## config.mk

```make
export PLATFORM = sky130hd
export DESIGN_NAME = ram_init_streamer
export DESIGN_NICKNAME = d
export VERILOG_FILES = /design/src/rtl/ram_init_pkg.sv /design/src/rtl/ram_init_gather.sv /design/src/rtl/ram_init_streamer.sv
export SDC_FILE = /design/constraint.sdc
export NUM_CORES = 1
export LEC_CHECK = 0
export ABC_AREA = 1
export CORE_AREA = 2 2 93 86
export DETAILED_ROUTE_END_ITERATION = 8
export DIE_AREA = 0 0 95 88
export PLACE_DENSITY = 0.78
export SLEW_MARGIN = 15
export SYNTH_ARGS = -nofsm -noshare
export SYNTH_HDL_FRONTEND = slang
export SYNTH_SLANG_ARGS = --single-unit
export TNS_END_PERCENT = 10
```

## constraint.sdc

```tcl
create_clock -name clk -period 2.6 [get_ports clk]
set_input_delay 0.39 -clock clk [delete_from_list [all_inputs] [get_ports clk]]
set_output_delay 0.39 -clock clk [all_outputs]
set_load 0.005 [all_outputs]
```

## src/rtl/ram_init_pkg.sv

```systemverilog
// Shared encodings and lane helpers for the RAM init streamer and its gather packer.
package ram_init_pkg;

    localparam logic [1:0] MODE_STREAM = 2'd0;
    localparam logic [1:0] MODE_FILL   = 2'd1;
    localparam logic [1:0] MODE_RAMP   = 2'd2;

    localparam logic [1:0] ST_IDLE = 2'd0;
    localparam logic [1:0] ST_LOAD = 2'd1;
    localparam logic [1:0] ST_DONE = 2'd2;

    // Bit offset of a lane inside a packed port vector, port 0 in the LSBs.
    function automatic int lane_lsb(input int lane, input int width);
        return lane * width;
    endfunction

    // The reserved mode encoding behaves as constant fill.
    function automatic logic [1:0] normalize_mode(input logic [1:0] m);
        return (m == MODE_STREAM || m == MODE_RAMP) ? m : MODE_FILL;
    endfunction

endpackage

```

## src/rtl/ram_init_gather.sv

```systemverilog
// Packs accepted stream words into NUM_PORTS-wide write beats; emit is raised on the
// accepting cycle so the parent can register the beat for the following cycle.
module ram_init_gather
    import ram_init_pkg::*;
#(
    parameter int DATA_WIDTH = 8,
    parameter int NUM_PORTS  = 2
) (
    input  logic                            clk,
    input  logic                            rst,
    input  logic                            push,
    input  logic [DATA_WIDTH-1:0]           push_data,
    input  logic                            last,
    output logic                            emit,
    output logic [NUM_PORTS-1:0]            beat_en,
    output logic [NUM_PORTS*DATA_WIDTH-1:0] beat_data
);

    localparam int IDX_W = (NUM_PORTS > 1) ? $clog2(NUM_PORTS) : 1;

    logic [IDX_W-1:0]                idx_q, idx_d;
    logic [NUM_PORTS*DATA_WIDTH-1:0] lanes_q, lanes_d;

    always_comb begin
        idx_d     = idx_q;
        lanes_d   = lanes_q;
        emit      = 1'b0;
        beat_en   = '0;
        beat_data = '0;
        if (push) begin
            emit  = last || (idx_q == IDX_W'(NUM_PORTS - 1));
            idx_d = emit ? '0 : idx_q + IDX_W'(1);
            for (int i = 0; i < NUM_PORTS; i++) begin
                if (idx_q == IDX_W'(i)) begin
                    lanes_d[lane_lsb(i, DATA_WIDTH) +: DATA_WIDTH] = push_data;
                end
            end
        end
        // Lanes above idx hold stale words from an earlier beat, so they are masked out.
        if (emit) begin
            for (int i = 0; i < NUM_PORTS; i++) begin
                if (IDX_W'(i) <= idx_q) begin
                    beat_en[i] = 1'b1;
                    beat_data[lane_lsb(i, DATA_WIDTH) +: DATA_WIDTH] =
                        lanes_d[lane_lsb(i, DATA_WIDTH) +: DATA_WIDTH];
                end
            end
        end
    end

    always_ff @(posedge clk or negedge rst) begin
        if (!rst) begin
            idx_q   <= '0;
            lanes_q <= '0;
        end else begin
            idx_q   <= idx_d;
            lanes_q <= lanes_d;
        end
    end

endmodule

```

## src/rtl/ram_init_streamer.sv

```systemverilog
// Fills a multi-port RAM NUM_PORTS words per cycle from a stream or a fill/ramp pattern,
// with a start/busy/finished handshake telling downstream logic when memory is valid.
module ram_init_streamer
    import ram_init_pkg::*;
#(
    parameter int ADDR_WIDTH = 4,
    parameter int DATA_WIDTH = 8,
    parameter int NUM_PORTS  = 2,
    parameter int CNT_WIDTH  = ADDR_WIDTH + 1
) (
    input  logic                            clk,
    input  logic                            rst,
    input  logic                            start,
    input  logic [1:0]                      mode,
    input  logic [ADDR_WIDTH-1:0]           base_addr,
    input  logic [CNT_WIDTH-1:0]            word_count,
    input  logic [DATA_WIDTH-1:0]           fill_value,
    input  logic                            s_valid,
    input  logic [DATA_WIDTH-1:0]           s_data,
    output logic                            s_ready,
    output logic [NUM_PORTS-1:0]            wr_en,
    output logic [NUM_PORTS*ADDR_WIDTH-1:0] addr,
    output logic [NUM_PORTS*DATA_WIDTH-1:0] data_out,
    output logic                            busy,
    output logic                            finished
);

    logic [1:0]                      state_q, state_d;
    logic [1:0]                      mode_q, mode_d;
    logic [ADDR_WIDTH-1:0]           ptr_q, ptr_d;
    logic [DATA_WIDTH-1:0]           pattern_q, pattern_d;
    logic [CNT_WIDTH-1:0]            remaining_q, remaining_d;
    logic [NUM_PORTS-1:0]            wr_en_q, wr_en_d;
    logic [NUM_PORTS*ADDR_WIDTH-1:0] addr_q, addr_d;
    logic [NUM_PORTS*DATA_WIDTH-1:0] data_q, data_d;
    logic                            s_ready_q, s_ready_d;
    logic                            busy_q, busy_d;
    logic                            finished_q, finished_d;

    logic [1:0]                      cur_mode;
    logic [ADDR_WIDTH-1:0]           cur_ptr;
    logic [DATA_WIDTH-1:0]           cur_pattern;
    logic [CNT_WIDTH-1:0]            cur_rem;
    logic [CNT_WIDTH-1:0]            beat_len;
    logic [CNT_WIDTH-1:0]            stream_len;
    logic                            do_pattern;
    logic                            push;
    logic                            last_word;
    logic                            emit;
    logic [NUM_PORTS-1:0]            beat_en;
    logic [NUM_PORTS*DATA_WIDTH-1:0] beat_data;

    // In IDLE the first pattern beat is built straight from the start inputs so writes
    // land the cycle after start; from then on the latched copies take over.
    always_comb begin
        if (state_q == ST_IDLE) begin
            cur_mode    = normalize_mode(mode);
            cur_ptr     = base_addr;
            cur_pattern = fill_value;
            cur_rem     = word_count;
        end else begin
            cur_mode    = mode_q;
            cur_ptr     = ptr_q;
            cur_pattern = pattern_q;
            cur_rem     = remaining_q;
        end
    end

    assign do_pattern = (cur_mode != MODE_STREAM) && (cur_rem != '0) &&
                        ((state_q == ST_IDLE && start) || state_q == ST_LOAD);
    assign beat_len   = (cur_rem < CNT_WIDTH'(NUM_PORTS)) ? cur_rem : CNT_WIDTH'(NUM_PORTS);
    assign push       = s_valid && s_ready_q;
    assign last_word  = (remaining_q == CNT_WIDTH'(1));

    ram_init_gather #(
        .DATA_WIDTH(DATA_WIDTH),
        .NUM_PORTS (NUM_PORTS)
    ) u_gather (
        .clk      (clk),
        .rst      (rst),
        .push     (push),
        .push_data(s_data),
        .last     (last_word),
        .emit     (emit),
        .beat_en  (beat_en),
        .beat_data(beat_data)
    );

    always_comb begin
        state_d     = state_q;
        mode_d      = mode_q;
        ptr_d       = ptr_q;
        pattern_d   = pattern_q;
        remaining_d = remaining_q;
        wr_en_d     = '0;
        addr_d      = '0;
        data_d      = '0;
        s_ready_d   = 1'b0;
        busy_d      = busy_q;
        finished_d  = finished_q;
        stream_len  = '0;
        case (state_q)
            ST_IDLE: begin
                if (start) begin
                    mode_d      = cur_mode;
                    ptr_d       = cur_ptr;
                    pattern_d   = cur_pattern;
                    remaining_d = cur_rem;
                    busy_d      = 1'b1;
                    finished_d  = 1'b0;
                    state_d     = (cur_rem == '0) ? ST_DONE : ST_LOAD;
                    s_ready_d   = (cur_mode == MODE_STREAM) && (cur_rem != '0);
                end
            end
            ST_LOAD: begin
                if (cur_mode == MODE_STREAM) begin
                    if (push) begin
                        remaining_d = remaining_q - CNT_WIDTH'(1);
                    end
                    s_ready_d = (remaining_d != '0);
                    if (emit) begin
                        wr_en_d = beat_en;
                        data_d  = beat_data;
                        for (int i = 0; i < NUM_PORTS; i++) begin
                            addr_d[lane_lsb(i, ADDR_WIDTH) +: ADDR_WIDTH] = ptr_q + ADDR_WIDTH'(i);
                            if (beat_en[i]) begin
                                stream_len = stream_len + CNT_WIDTH'(1);
                            end
                        end
                        ptr_d = ptr_q + ADDR_WIDTH'(stream_len);
                    end
                    if (push && last_word) begin
                        state_d = ST_DONE;
                    end
                end
            end
            ST_DONE: begin
                busy_d     = 1'b0;
                finished_d = 1'b1;
                state_d    = ST_IDLE;
            end
            default: state_d = ST_IDLE;
        endcase
        if (do_pattern) begin
            for (int i = 0; i < NUM_PORTS; i++) begin
                wr_en_d[i] = (CNT_WIDTH'(i) < beat_len);
                addr_d[lane_lsb(i, ADDR_WIDTH) +: ADDR_WIDTH] = cur_ptr + ADDR_WIDTH'(i);
                data_d[lane_lsb(i, DATA_WIDTH) +: DATA_WIDTH] =
                    (cur_mode == MODE_RAMP) ? cur_pattern + DATA_WIDTH'(i) : cur_pattern;
            end
            ptr_d = cur_ptr + ADDR_WIDTH'(beat_len);
            if (cur_mode == MODE_RAMP) begin
                pattern_d = cur_pattern + DATA_WIDTH'(beat_len);
            end
            remaining_d = cur_rem - beat_len;
            state_d     = (remaining_d == '0) ? ST_DONE : ST_LOAD;
        end
    end

    always_ff @(posedge clk or negedge rst) begin
        if (!rst) begin
            state_q     <= ST_IDLE;
            mode_q      <= MODE_STREAM;
            ptr_q       <= '0;
            pattern_q   <= '0;
            remaining_q <= '0;
            wr_en_q     <= '0;
            addr_q      <= '0;
            data_q      <= '0;
            s_ready_q   <= 1'b0;
            busy_q      <= 1'b0;
            finished_q  <= 1'b0;
        end else begin
            state_q     <= state_d;
            mode_q      <= mode_d;
            ptr_q       <= ptr_d;
            pattern_q   <= pattern_d;
            remaining_q <= remaining_d;
            wr_en_q     <= wr_en_d;
            addr_q      <= addr_d;
            data_q      <= data_d;
            s_ready_q   <= s_ready_d;
            busy_q      <= busy_d;
            finished_q  <= finished_d;
        end
    end

    assign s_ready  = s_ready_q;
    assign wr_en    = wr_en_q;
    assign addr     = addr_q;
    assign data_out = data_q;
    assign busy     = busy_q;
    assign finished = finished_q;

endmodule

```

==> summary.md, run 1 <==
| Metric | Value |
|---|---|
| Slew Limit Headroom | `0.511` |
| PostCTS Resize Cnt | `0` |
| Warnings, synthesis | `0` |
| CP startpoint | `state_q[1]` |
| Hold slack | `0.188 ns` |
| Peak supply drop | `736 µV` |
| Power Density | `1360 nW/µm²` |
| Hpwl dp | `7360 µm` |
| Drt wl/cell | `13.8 µm` |
| Fmax | `421 MHz` |
| Tcrit/Tclk final | `0.914` |
| TritonCTS Buffers | `9` |
| Total wire length | `9760 µm` |
| Chip height | `88 µm` |
| Core area | `7390 µm²` |
| H-tree levels | `3` |
| Leakage | `2.46 nW` |
| CTS tree | `built` |
| Post-Syn Instances | `528` |
| CP Capture Type | `flip-flop` |
| Nets | `649` |
| Initial antenna violation count | `0` |
| Via count | `3717` |
| Top Ports | `60` |
| Final instance area | `4840 µm²` |
| Sum Neg Setup Slack | `0 ns` |
| Later-pin clock latency in the skew report | `0.35 ns` |
| FP Rows | `30` |
| Class of the worst hold path | `in -> async` |
| Finished Layout Cells | `706` |
| Worst path max stage delay | `0.45 ns` |
| Slowest cell on crit path | `dfrtp_1` |
| DRT iter0 DRCs | `174` |
| Max-cap viol count | `0` |
| Mean Syn Cell Area | `7.31 µm²` |
| Total global-route track usage | `0.249` |
| Area of the mapped netlist | `3860 µm²` |
| Crit path top cell by count | `nand2_1` |
| Critical path fanouts, max | `7` |
| First-pass GRT wire length | `16100 µm` |
| Via-per-instance ratio | `5.26` |
| Critical Path RT | `2.82 ns` |
| Largest net degree at the start of global routing | `60` |
| Vias in the first global route | `3420` |
| Clock root buffer master | `clkbuf_8` |
| Cts hold-fix bufs | `0` |
| Placer Congestion | `0.897` |
| # setup viols final | `0` |
| Post-route DRC | `0` |
| Worst path cell trace | `nor2_4, buf_4, nand2_1, nand2_1, nor2_2, nand2_2, nand2_1, ha_1, nor3_1, xor2_1, nor2_1, nand2_1, nand3_1, o21ai_1` |
| Buffers added on ports | `59` |
| First drt pass iteration count | `5` |
| GRT overflow | `0` |
| Clock sink count | `59` |
| Post-Place Cells | `685` |
| Reg2reg start | `state_q[1]` |
| # Post-CTS Setup Buffers | `0` |
| Die Area | `8360 µm²` |
| Worst setup SP type | `flip-flop` |
| Synth unique cells | `40` |
| Worst-Margin Slew | `0.733 ns` |
| Final core utilization | `0.655` |
| Clk pin slew, worst setup/hold paths | `0.07 ns` |
| Clock skew | `0.0117 ns` |
| Family with the most delay on the worst path | `simple AND/OR/NAND/NOR gates` |
| RSZ-0062 raised after global routing | `no` |
| WP data arrival | `2.60 ns` |
| Starting Density | `0.522` |
| Fin crit period | `2.38 ns` |
| Worst path buffer plus inverter count | `1` |
| Status | `finished, final reports clean` |
| Share of cells above drive strength 1 | `0.110` |
| Synth Register Bits | `59` |
| Critical path type | `reg -> reg` |
| Area delta synth->final | `25.6%` |
| DRT antenna net count | `0` |
| # diodes | `0` |
| Register area share after synthesis | `0.383` |
| CTS max path bufs | `2` |
| Final hold violation count | `0` |
| Placed cell area | `4580 µm²` |
| Final slew viol count | `0` |
| Die Wd | `95 µm` |
==> flip-flops by register name, indices dropped and copies added (netlist names), 2 cells and up <==
| signal | flops |
|---|---|
| data_out | 16 |
| addr | 8 |
| pattern_q | 8 |
| u_gather.lanes_q | 8 |
| remaining_q | 5 |
| ptr_q | 4 |
| mode_q | 2 |
| state_q | 2 |
| wr_en | 2 |
==> synthesized netlist by cell type, drive strengths merged <==
| cell | number | area [µm²] |
|---|---|---|
| clkinv | 1 | 3.75 |
| or2 | 4 | 25.0 |
| o21a | 6 | 45.0 |
| nand4 | 5 | 31.3 |
| a22o | 1 | 8.76 |
| inv | 79 | 297 |
| nand3b | 2 | 27.5 |
| a22oi | 1 | 7.51 |
| mux2 | 1 | 11.3 |
| clkbuf | 5 | 18.8 |
| a21boi | 1 | 7.51 |
| nand3 | 30 | 165 |
| ha | 12 | 150 |
| o22ai | 19 | 119 |
| nor3 | 3 | 20.0 |
| xnor2 | 1 | 8.76 |
| o21ai | 64 | 339 |
| xor2 | 14 | 123 |
| dfrtp | 59 | 1480 |
| a31oi | 1 | 6.26 |
| nand2 | 157 | 617 |
| buf | 11 | 93.8 |
| o211ai | 3 | 22.5 |
| fa | 1 | 20.0 |
| a21oi | 9 | 45.0 |
| nor2 | 36 | 163 |
| conb | 2 | 7.51 |
==> final cells by class <==
type	instances	area, µm²
inverters	80	300
flip-flops and latches	59	1480
repair buffers	81	751
fillers	675	2550
well taps	96	120
clock inverters	7	100
clock buffers	9	124
multi-input cells	374	1970
==> layer usage <==
layer	vias to the layer above	global-route usage	part of all wire	wire length, µm
li1	1845	-	-	-
met1	1728	0.345	0.47	4590
met2	128	0.395	0.46	4450
met3	16	0.0491	0.060	586
met4	0	0.0777	0.014	134
met5	-	0	0	0
==> layout by cell type, fill, tap and decap left out, drive strengths merged, types with 4 or more instances in the layout <==
cell type,count
a21oi,9
buf,23
clkbuf,9
clkdlybuf4s50,58
clkinv,5
dfrtp,59
ha,12
inv,80
nand2,157
nand3,30
nand4,5
nor2,36
o21a,6
o21ai,64
o22ai,19
or2,4
xor2,14
==> cells by family (layout without fill, tap and decap cells) <==
group           Yosys count  after routing  share of synthesized area
flops                    59             59                      0.383
xor+xnor                 15             15                     0.0340
other cells               2              3                    0.00195
simple gates            237            237                      0.272
compound gates          105            105                      0.156
mux                       1              1                    0.00292
fa+ha+maj                13             13                     0.0441
buf+inv                  96            177                      0.107
==> power by group <==
part           leakage (nW)  switching [mW]  internal, mW
sequential            0.750           0.193          1.31
clock                 0.114           0.398         0.545
combinational          1.59            2.53          1.60
total                  2.46            3.12          3.45
==> final timing paths <==
kind	to	slack (ns)	cells after the start
setup / recovery	state_q[0]	0.22	14
hold / removal	addr[7]	0.19	2
setup reg to reg	state_q[0]	0.22	14
hold reg to reg	finished	0.48	2
max in group asynchronous	mode_q[0]	1.93	2
min in group clk	finished	0.48	2
==> stage by stage <==
stage,total power [mW],setup slack (ns)
CTS,6.48,0.116
floorplan,4.38,0.388
detailed placement,5.51,0.0633
global placement,5.44,0.169
global route,7.18,0.0176
finish,6.57,0.222
No activity file was read; power rests on OpenSTA's default activity.
==> run 2, diff against run 1 <==
SKIP_CTS_REPAIR_TIMING = 1   (was unset)
==> results of run 2 <==
No change in the layout: final DEF, timing and power equal those of run 1.
